--- src/rtl/ps2_rx_sequencer.sv ---
// ps2_rx_sequencer
//
// Purpose:
//   Receives PS/2 keyboard frames in the system clock domain. The raw PS/2 pins are
//   synchronized and oversampled, and falling edges of the PS/2 clock drive a small FSM.
//   The FSM frames each byte as start / 8 data bits (LSB first) / odd parity / stop.
//   Good bytes are queued in a FIFO that the consumer drains with a valid/pop handshake.
//   A watchdog aborts frames that stall, and parity, framing and overflow problems are
//   reported as single-cycle pulses.
//
// Optional feature (macro PS2_BREAK_DECODE_EN):
//   When the macro is defined, the F0 (break) and E0 (extended) prefix bytes are absorbed.
//   They are returned as the brk/ext flags of the next real byte, and the FIFO is 10 bits wide.
//   When it is undefined, every good byte is queued raw and brk/ext are tied to 0.
//
// Parameters:
//   FIFO_DEPTH      scan-code FIFO entries (power of 2, >= 2)
//   TIMEOUT_CYCLES  CLK cycles without a PS/2 clock fall before an open frame is aborted
//   SYNC_STAGES     synchronizer depth for ps2_clk / ps2_data (>= 2)
//
// Ports:
//   CLK         in   system clock, rising edge
//   reset       in   asynchronous active-high reset
//   ps2_clk     in   raw PS/2 clock pin
//   ps2_data    in   raw PS/2 data pin
//   rd_en       in   pop request from the consumer
//   code        out  FIFO head byte (holds its last value while empty)
//   code_valid  out  FIFO not empty
//   brk         out  head byte was preceded by F0 (decode build only)
//   ext         out  head byte was preceded by E0 (decode build only)
//   parity_err  out  1-cycle pulse, odd-parity check failed
//   frame_err   out  1-cycle pulse, stop bit was 0 or watchdog expired mid-frame
//   overflow    out  1-cycle pulse, good byte dropped because the FIFO was full

module ps2_rx_sequencer #(
  parameter int FIFO_DEPTH     = 4,
  parameter int TIMEOUT_CYCLES = 100000,
  parameter int SYNC_STAGES    = 2
) (
  input  logic       CLK,
  input  logic       reset,
  input  logic       ps2_clk,
  input  logic       ps2_data,
  input  logic       rd_en,
  output logic [7:0] code,
  output logic       code_valid,
  output logic       brk,
  output logic       ext,
  output logic       parity_err,
  output logic       frame_err,
  output logic       overflow
);

  localparam int AW = $clog2(FIFO_DEPTH);
  localparam int TW = $clog2(TIMEOUT_CYCLES + 1);
`ifdef PS2_BREAK_DECODE_EN
  localparam int EW = 10;
`else
  localparam int EW = 8;
`endif

  typedef enum logic [1:0] {
    IDLE,
    DATA,
    PARITY,
    STOP
  } state_t;

  logic [SYNC_STAGES-1:0] clk_sync;
  logic [SYNC_STAGES-1:0] data_sync;
  logic                   clk_prev;
  logic                   fall;
  logic                   bit_in;

  state_t        state;
  logic [2:0]    bitcnt;
  logic [7:0]    shreg;
  logic          par_ok;
  logic [TW-1:0] wd_cnt;
  logic          push_req;
  logic [EW-1:0] push_data;
`ifdef PS2_BREAK_DECODE_EN
  logic          brk_pend;
  logic          ext_pend;
`endif

  logic [EW-1:0] mem [FIFO_DEPTH];
  logic [AW:0]   wr_ptr;
  logic [AW:0]   rd_ptr;
  logic [AW:0]   wr_next;
  logic [AW:0]   rd_next;
  logic          empty;
  logic          full;
  logic          pop;
  logic          do_push;
  logic [EW-1:0] head_entry;

  // Synchronizers are preset to 1 so that leaving reset never looks like a clock fall.
  always_ff @(posedge CLK or posedge reset) begin
    if (reset) begin
      clk_sync  <= '1;
      data_sync <= '1;
      clk_prev  <= 1'b1;
    end else begin
      clk_sync  <= {clk_sync[SYNC_STAGES-2:0], ps2_clk};
      data_sync <= {data_sync[SYNC_STAGES-2:0], ps2_data};
      clk_prev  <= clk_sync[SYNC_STAGES-1];
    end
  end

  assign fall   = clk_prev & ~clk_sync[SYNC_STAGES-1];
  assign bit_in = data_sync[SYNC_STAGES-1];

  // Frame FSM. It advances only on a PS/2 clock fall. The exception is the watchdog,
  // which aborts an open frame once TIMEOUT_CYCLES pass with no fall.
  // A completed good byte is handed to the FIFO through push_req on the following cycle.
  always_ff @(posedge CLK or posedge reset) begin
    if (reset) begin
      state      <= IDLE;
      bitcnt     <= '0;
      shreg      <= '0;
      par_ok     <= 1'b0;
      wd_cnt     <= '0;
      push_req   <= 1'b0;
      push_data  <= '0;
      parity_err <= 1'b0;
      frame_err  <= 1'b0;
`ifdef PS2_BREAK_DECODE_EN
      brk_pend   <= 1'b0;
      ext_pend   <= 1'b0;
`endif
    end else begin
      parity_err <= 1'b0;
      frame_err  <= 1'b0;
      push_req   <= 1'b0;

      if (state == IDLE || fall) begin
        wd_cnt <= '0;
      end else begin
        wd_cnt <= wd_cnt + TW'(1);
      end

      if (state != IDLE && !fall && wd_cnt == TW'(TIMEOUT_CYCLES - 1)) begin
        state     <= IDLE;
        frame_err <= 1'b1;
`ifdef PS2_BREAK_DECODE_EN
        brk_pend  <= 1'b0;
        ext_pend  <= 1'b0;
`endif
      end else if (fall) begin
        case (state)
          IDLE: begin
            if (!bit_in) begin
              state  <= DATA;
              bitcnt <= '0;
            end
          end
          DATA: begin
            shreg  <= {bit_in, shreg[7:1]};
            bitcnt <= bitcnt + 3'd1;
            if (bitcnt == 3'd7) begin
              state <= PARITY;
            end
          end
          PARITY: begin
            par_ok <= ^{shreg, bit_in};
            state  <= STOP;
          end
          STOP: begin
            if (!par_ok) begin
              parity_err <= 1'b1;
            end
            if (!bit_in) begin
              frame_err <= 1'b1;
            end
            if (par_ok && bit_in) begin
`ifdef PS2_BREAK_DECODE_EN
              if (shreg == 8'hF0) begin
                brk_pend <= 1'b1;
              end else if (shreg == 8'hE0) begin
                ext_pend <= 1'b1;
              end else begin
                push_req  <= 1'b1;
                push_data <= {ext_pend, brk_pend, shreg};
                brk_pend  <= 1'b0;
                ext_pend  <= 1'b0;
              end
`else
              push_req  <= 1'b1;
              push_data <= shreg;
`endif
            end else begin
`ifdef PS2_BREAK_DECODE_EN
              brk_pend <= 1'b0;
              ext_pend <= 1'b0;
`endif
            end
            state <= IDLE;
          end
          default: state <= IDLE;
        endcase
      end
    end
  end

  // The pointers carry an extra wrap bit. Equal pointers mean empty.
  // Pointers that differ only in the wrap bit mean full.
  assign empty   = (wr_ptr == rd_ptr);
  assign full    = (wr_ptr[AW] != rd_ptr[AW]) && (wr_ptr[AW-1:0] == rd_ptr[AW-1:0]);
  assign pop     = rd_en && !empty;
  assign do_push = push_req && (!full || pop);
  assign wr_next = wr_ptr + (AW + 1)'(do_push);
  assign rd_next = rd_ptr + (AW + 1)'(pop);

  // A byte written this cycle into the slot that becomes the head is forwarded directly.
  // That slot has not yet been written in mem.
  assign head_entry = (do_push && (wr_ptr[AW-1:0] == rd_next[AW-1:0])) ? push_data
                                                                       : mem[rd_next[AW-1:0]];

  // Storage array. It needs no reset because entries are only read behind the write pointer.
  always_ff @(posedge CLK) begin
    if (do_push) begin
      mem[wr_ptr[AW-1:0]] <= push_data;
    end
  end

  // The pointers and the registered head outputs are updated together.
  // As a result, code_valid always reflects a non-empty FIFO, and code shows the entry that
  // is current after any pop/push on that edge.
  always_ff @(posedge CLK or posedge reset) begin
    if (reset) begin
      wr_ptr     <= '0;
      rd_ptr     <= '0;
      code       <= '0;
      code_valid <= 1'b0;
      overflow   <= 1'b0;
`ifdef PS2_BREAK_DECODE_EN
      brk        <= 1'b0;
      ext        <= 1'b0;
`endif
    end else begin
      wr_ptr     <= wr_next;
      rd_ptr     <= rd_next;
      overflow   <= push_req && full && !pop;
      code_valid <= (wr_next != rd_next);
      if (wr_next != rd_next) begin
        code <= head_entry[7:0];
`ifdef PS2_BREAK_DECODE_EN
        brk  <= head_entry[8];
        ext  <= head_entry[9];
`endif
      end
    end
  end

`ifndef PS2_BREAK_DECODE_EN
  assign brk = 1'b0;
  assign ext = 1'b0;
`endif

endmodule
--- config.mk ---
export PLATFORM = sky130hd
export DESIGN_NAME = ps2_rx_sequencer
export DESIGN_NICKNAME = d
export VERILOG_FILES = /design/src/rtl/ps2_rx_sequencer.sv
export SDC_FILE = /design/constraint.sdc
export NUM_CORES = 1
export LEC_CHECK = 0
export ABC_AREA = 0
export BUFFER_PORTS_ARGS = -buffer_cell sky130_fd_sc_hd__clkbuf_2
export CAP_MARGIN = 20
export CORE_MARGIN = 2
export CORE_UTILIZATION = 45
export DETAILED_ROUTE_END_ITERATION = 8
export GPL_TIMING_DRIVEN = 0
export HOLD_SLACK_MARGIN = 0.05
export SYNTH_ARGS = -nofsm -noshare
export SYNTH_HDL_FRONTEND = slang
export SYNTH_SLANG_ARGS = --single-unit
--- constraint.sdc ---
create_clock -name CLK -period 2.85 [get_ports CLK]
set_input_delay 0.1425 -clock CLK [delete_from_list [all_inputs] [get_ports CLK]]
set_output_delay 0.1425 -clock CLK [all_outputs]
set_load 0.02 [all_outputs]
==> run_results.csv <==
group,metric,value,unit
run_status,outcome,"finished clean",
pwr,ir_drop,0.000445,V
clock_network,htreeDepth,3,
grt,met3_usage,3.37,%
timing,slew-limit-headroom,48.7,%
grt,grt.met2_usage,23.4,%
placement,place_congestion,0.799,
hold_path,whs_path_depth,3,
critical_path,worstPathArrival,2980,ps
clock_network,path_clk_slew,90,ps
critical_path,regToRegEndpoint,"code[5]",
placement,place_area,4360,um^2
grt,grt_max_degree,44,
floorplan,die_w,99.5,um
floorplan,floorplan.initialDensity,46.8,%
grt,gr-total-overflow,0,
floorplan,die_area,9890,um^2
critical_path,path_delay_family,"XOR/XNOR gates",
timing,worst_slack,153,ps
clock_network,cts_buffers,9,
hold_path,hold_start,"rd_en",
critical_path,worst_setup_path_end_kind,"flip-flop",
detailed_routing,vias_per_cell,5.28,
synth,yosys-top-cells-area,"dfrtp_1 (35%), edfxtp_1 (23%), mux2_2 (4.7%)",
critical_path,ff2ff_path_depth,11,
placement,place_ws,-350,ps
critical_path,crit_path_max_incr_delay,420,ps
placement,port_buffers,16,
synth,synth_cell_type_count,48,
synth,synthCells,308,
critical_path,crit_fanout,9,
hold_path,hp-class,"primary input to flip-flop",
synth,synth_most_common_cell,"dfrtp_1",
clock_network,cts.sinks,95,
detailed_routing,dr.first_iter.drc_count,114,
critical_path,worstPathRequired,3130,ps
grt,grtUsageMet1,22.4,%
clock_network,cts.path.max_buffers,2,
detailed_routing,drt_wl_total,6890,um
grt,grt_pass1_wl,12000,um
critical_path,crit_slowest_cell,"dfrtp_2",
floorplan,fp.coreArea,8760,um^2
timing,rsz0062_at_grt,"no",
detailed_routing,drc,0,
critical_path,crit_top_cell,"buf_6",
synth,yosys_warnings,0,
synth,synth_top_area_cell,"dfrtp_1",
pwr,p_leak,0.00192,uW
synth,synth_common_cells,"dfrtp_1 (58), edfxtp_1 (32), nand2_1 (19)",
detailed_routing,drtAntennaViolNets,0,
critical_path,worst-path-buf-inv,3,
placement,place_inst,436,
timing,final_max_slew_viol_count,0,
cells_and_area,n_antenna_cell,0,
grt,antenna_found_initial,0,
timing,hold_violations,0,
clock_network,cts_tree,"yes",
timing,post-route-min-period,2700,ps
critical_path,rrSetupSlack,150,ps
critical_path,crit_chain,"xor2_1, o41ai_2, inv_1, buf_6, ha_1, ha_2, xnor2_2, xnor2_4, or2_2, buf_6, a31oi_1",
critical_path,crit_type,"flip-flop to flip-flop",
synth,synth_top_area_share,35.4,%
detailed_routing,dr.pass1.iters,4,
grt,grt_pass1_vias,2442,
floorplan,ios,19,
timing,finalCritPeriodShare,94.6,%
job,maxCapViolations,0,
cells_and_area,design_area,4690,um^2
pwr,power.density,927,nW/um^2
clock_network,clock_latency,350,ps
critical_path,cp.depth,11,
cells_and_area,fin_cells,460,
floorplan,fp.dieH,99.5,um
critical_path,cp-start-kind,"flip-flop",
floorplan,rows,34,
grt,grt_busiest_layer,"met2",
synth,async_flop_share,66.3,%
detailed_routing,vias,2429,
hold_path,worstHoldEndpoint,"overflow",
cells_and_area,final_nets,363,
timing,worstMarginPinSlew,766,ps
synth,synth-seq-area-share,62.0,%
synth,ys_ff_latch,95,
cells_and_area,final_util,53.5,%
grt,gr-usage-all-layers,15.6,%
cells_and_area,drive_gt1_share,27.0,%
synth,netlist_area,4100,um^2
critical_path,timing.rr.start,"wr_ptr[1]",
cells_and_area,fillCellCount,782,
synth,synth_edf_count,32,
cells_and_area,area_growth,14.4,%
timing,timing.fmax,371,MHz
clock_network,cts-root-buf,"clkbuf_8",
synth,avgSynthCellArea,13.3,um^2
synth,ys.flop_type,"dfrtp_1",
placement,dp_hpwl,4850,um
timing,setup_viol,0,
timing,finClkSkew,11.7,ps
detailed_routing,route.detailed.wl_per_inst,15.0,um
==> cell type report <==
cell class / instances / area [um^2] / area share (%)
timing repair buffer: 28 / 190 / 4.05
multi-input combinational: 191 / 1520 / 32.3
buffer: 12 / 70.1 / 1.49
clock inverter: 7 / 72.6 / 1.55
sequential: 95 / 2550 / 54.3
clock buffer: 9 / 124 / 2.64
inverter: 10 / 37.5 / 0.800
tap: 108 / 135 / 2.88
==> layer usage <==
layer,vias to the layer above,part of all wire (%)
li1,1194,-
met1,1195,51
met2,32,45
met3,8,2.9
met4,0,1.5
met5,-,0
==> flip-flops by register name (all words and copies together) (netlist names), 2 cells and up <==
register	count
mem	32
wd_cnt	17
code	8
push_data	8
shreg	8
bitcnt	3
rd_ptr	3
wr_ptr	3
clk_sync	2
data_sync	2
state	2
==> placed cells by master, fill, tap and decap left out, types with 3 or more instances in the layout <==
| master | count |
|---|---|
| dfrtp_1 | 56 |
| edfxtp_1 | 32 |
| nand2_1 | 18 |
| mux2_2 | 17 |
| clkbuf_2 | 17 |
| nor2_1 | 17 |
| xnor2_1 | 14 |
| nand3_1 | 14 |
| o21ai_0 | 13 |
| nor3_1 | 11 |
| xor2_1 | 10 |
| ha_1 | 10 |
| buf_4 | 10 |
| inv_1 | 9 |
| clkbuf_8 | 9 |
| mux4_2 | 8 |
| clkbuf_1 | 6 |
| a31oi_1 | 6 |
| a21oi_1 | 5 |
| dfstp_2 | 5 |
| nand4_1 | 4 |
| nor4_1 | 4 |
| or2_2 | 3 |
| dlygate4sd3_1 | 3 |
==> kinds of logic after synthesis <==
family | count (synthesis) | share of synthesized area [%]
other cells | 1 | 0.0914
mux | 26 | 9.30
compound gates | 36 | 5.37
simple gates | 88 | 11.0
buf+inv | 23 | 2.53
fa+ha+maj | 11 | 3.36
xor+xnor | 28 | 6.31
flops | 95 | 62.0
==> where the power goes <==
group	total [uW]	internal (uW)	switching, uW
clock	875	407	468
combinational	1620	770	852
sequential	1850	1660	192
==> how the worst max path moves through the flow <==
stage / end / start / slack [ps]
floorplan: code[0] / wr_ptr[1] / 120
global placement: code[7] / wr_ptr[1] / -330
detailed placement: code[2] / wr_ptr[1] / -350
CTS: code[7] / wr_ptr[1] / 8
global route: code[5] / wr_ptr[1] / 3
finish: code[5] / wr_ptr[1] / 150
==> per-stage QoR <==
step | total power [uW] | hold slack [ps] | setup TNS, ps
2_1_floorplan | 3030 | 147 | 0
3_3_place_gp | 3360 | 230 | -2860
3_5_place_dp | 3400 | 171 | -2960
4_1_cts | 4310 | 125 | 0
5_1_grt | 4660 | 141 | 0
6_report | 4350 | 142 | 0
==> timing repair <==
item,in CTS,in global routing
endpoints found under the setup margin,9,9
gates resized for setup,6,10
hold buffers,3,0
setup buffers,0,6
pin swaps,0,3
endpoints found under the hold margin,19,0
==> worst register-to-register path, cell delays in order (launching register included) <==
cell     delay, ps
dfrtp_2        420
xor2_1         180
o41ai_2        390
inv_1          120
buf_6          140
ha_1           180
ha_2           190
xnor2_2        290
xnor2_4        130
or2_2          320
buf_6          140
a31oi_1        130
No activity file was read; power rests on OpenSTA's default activity.
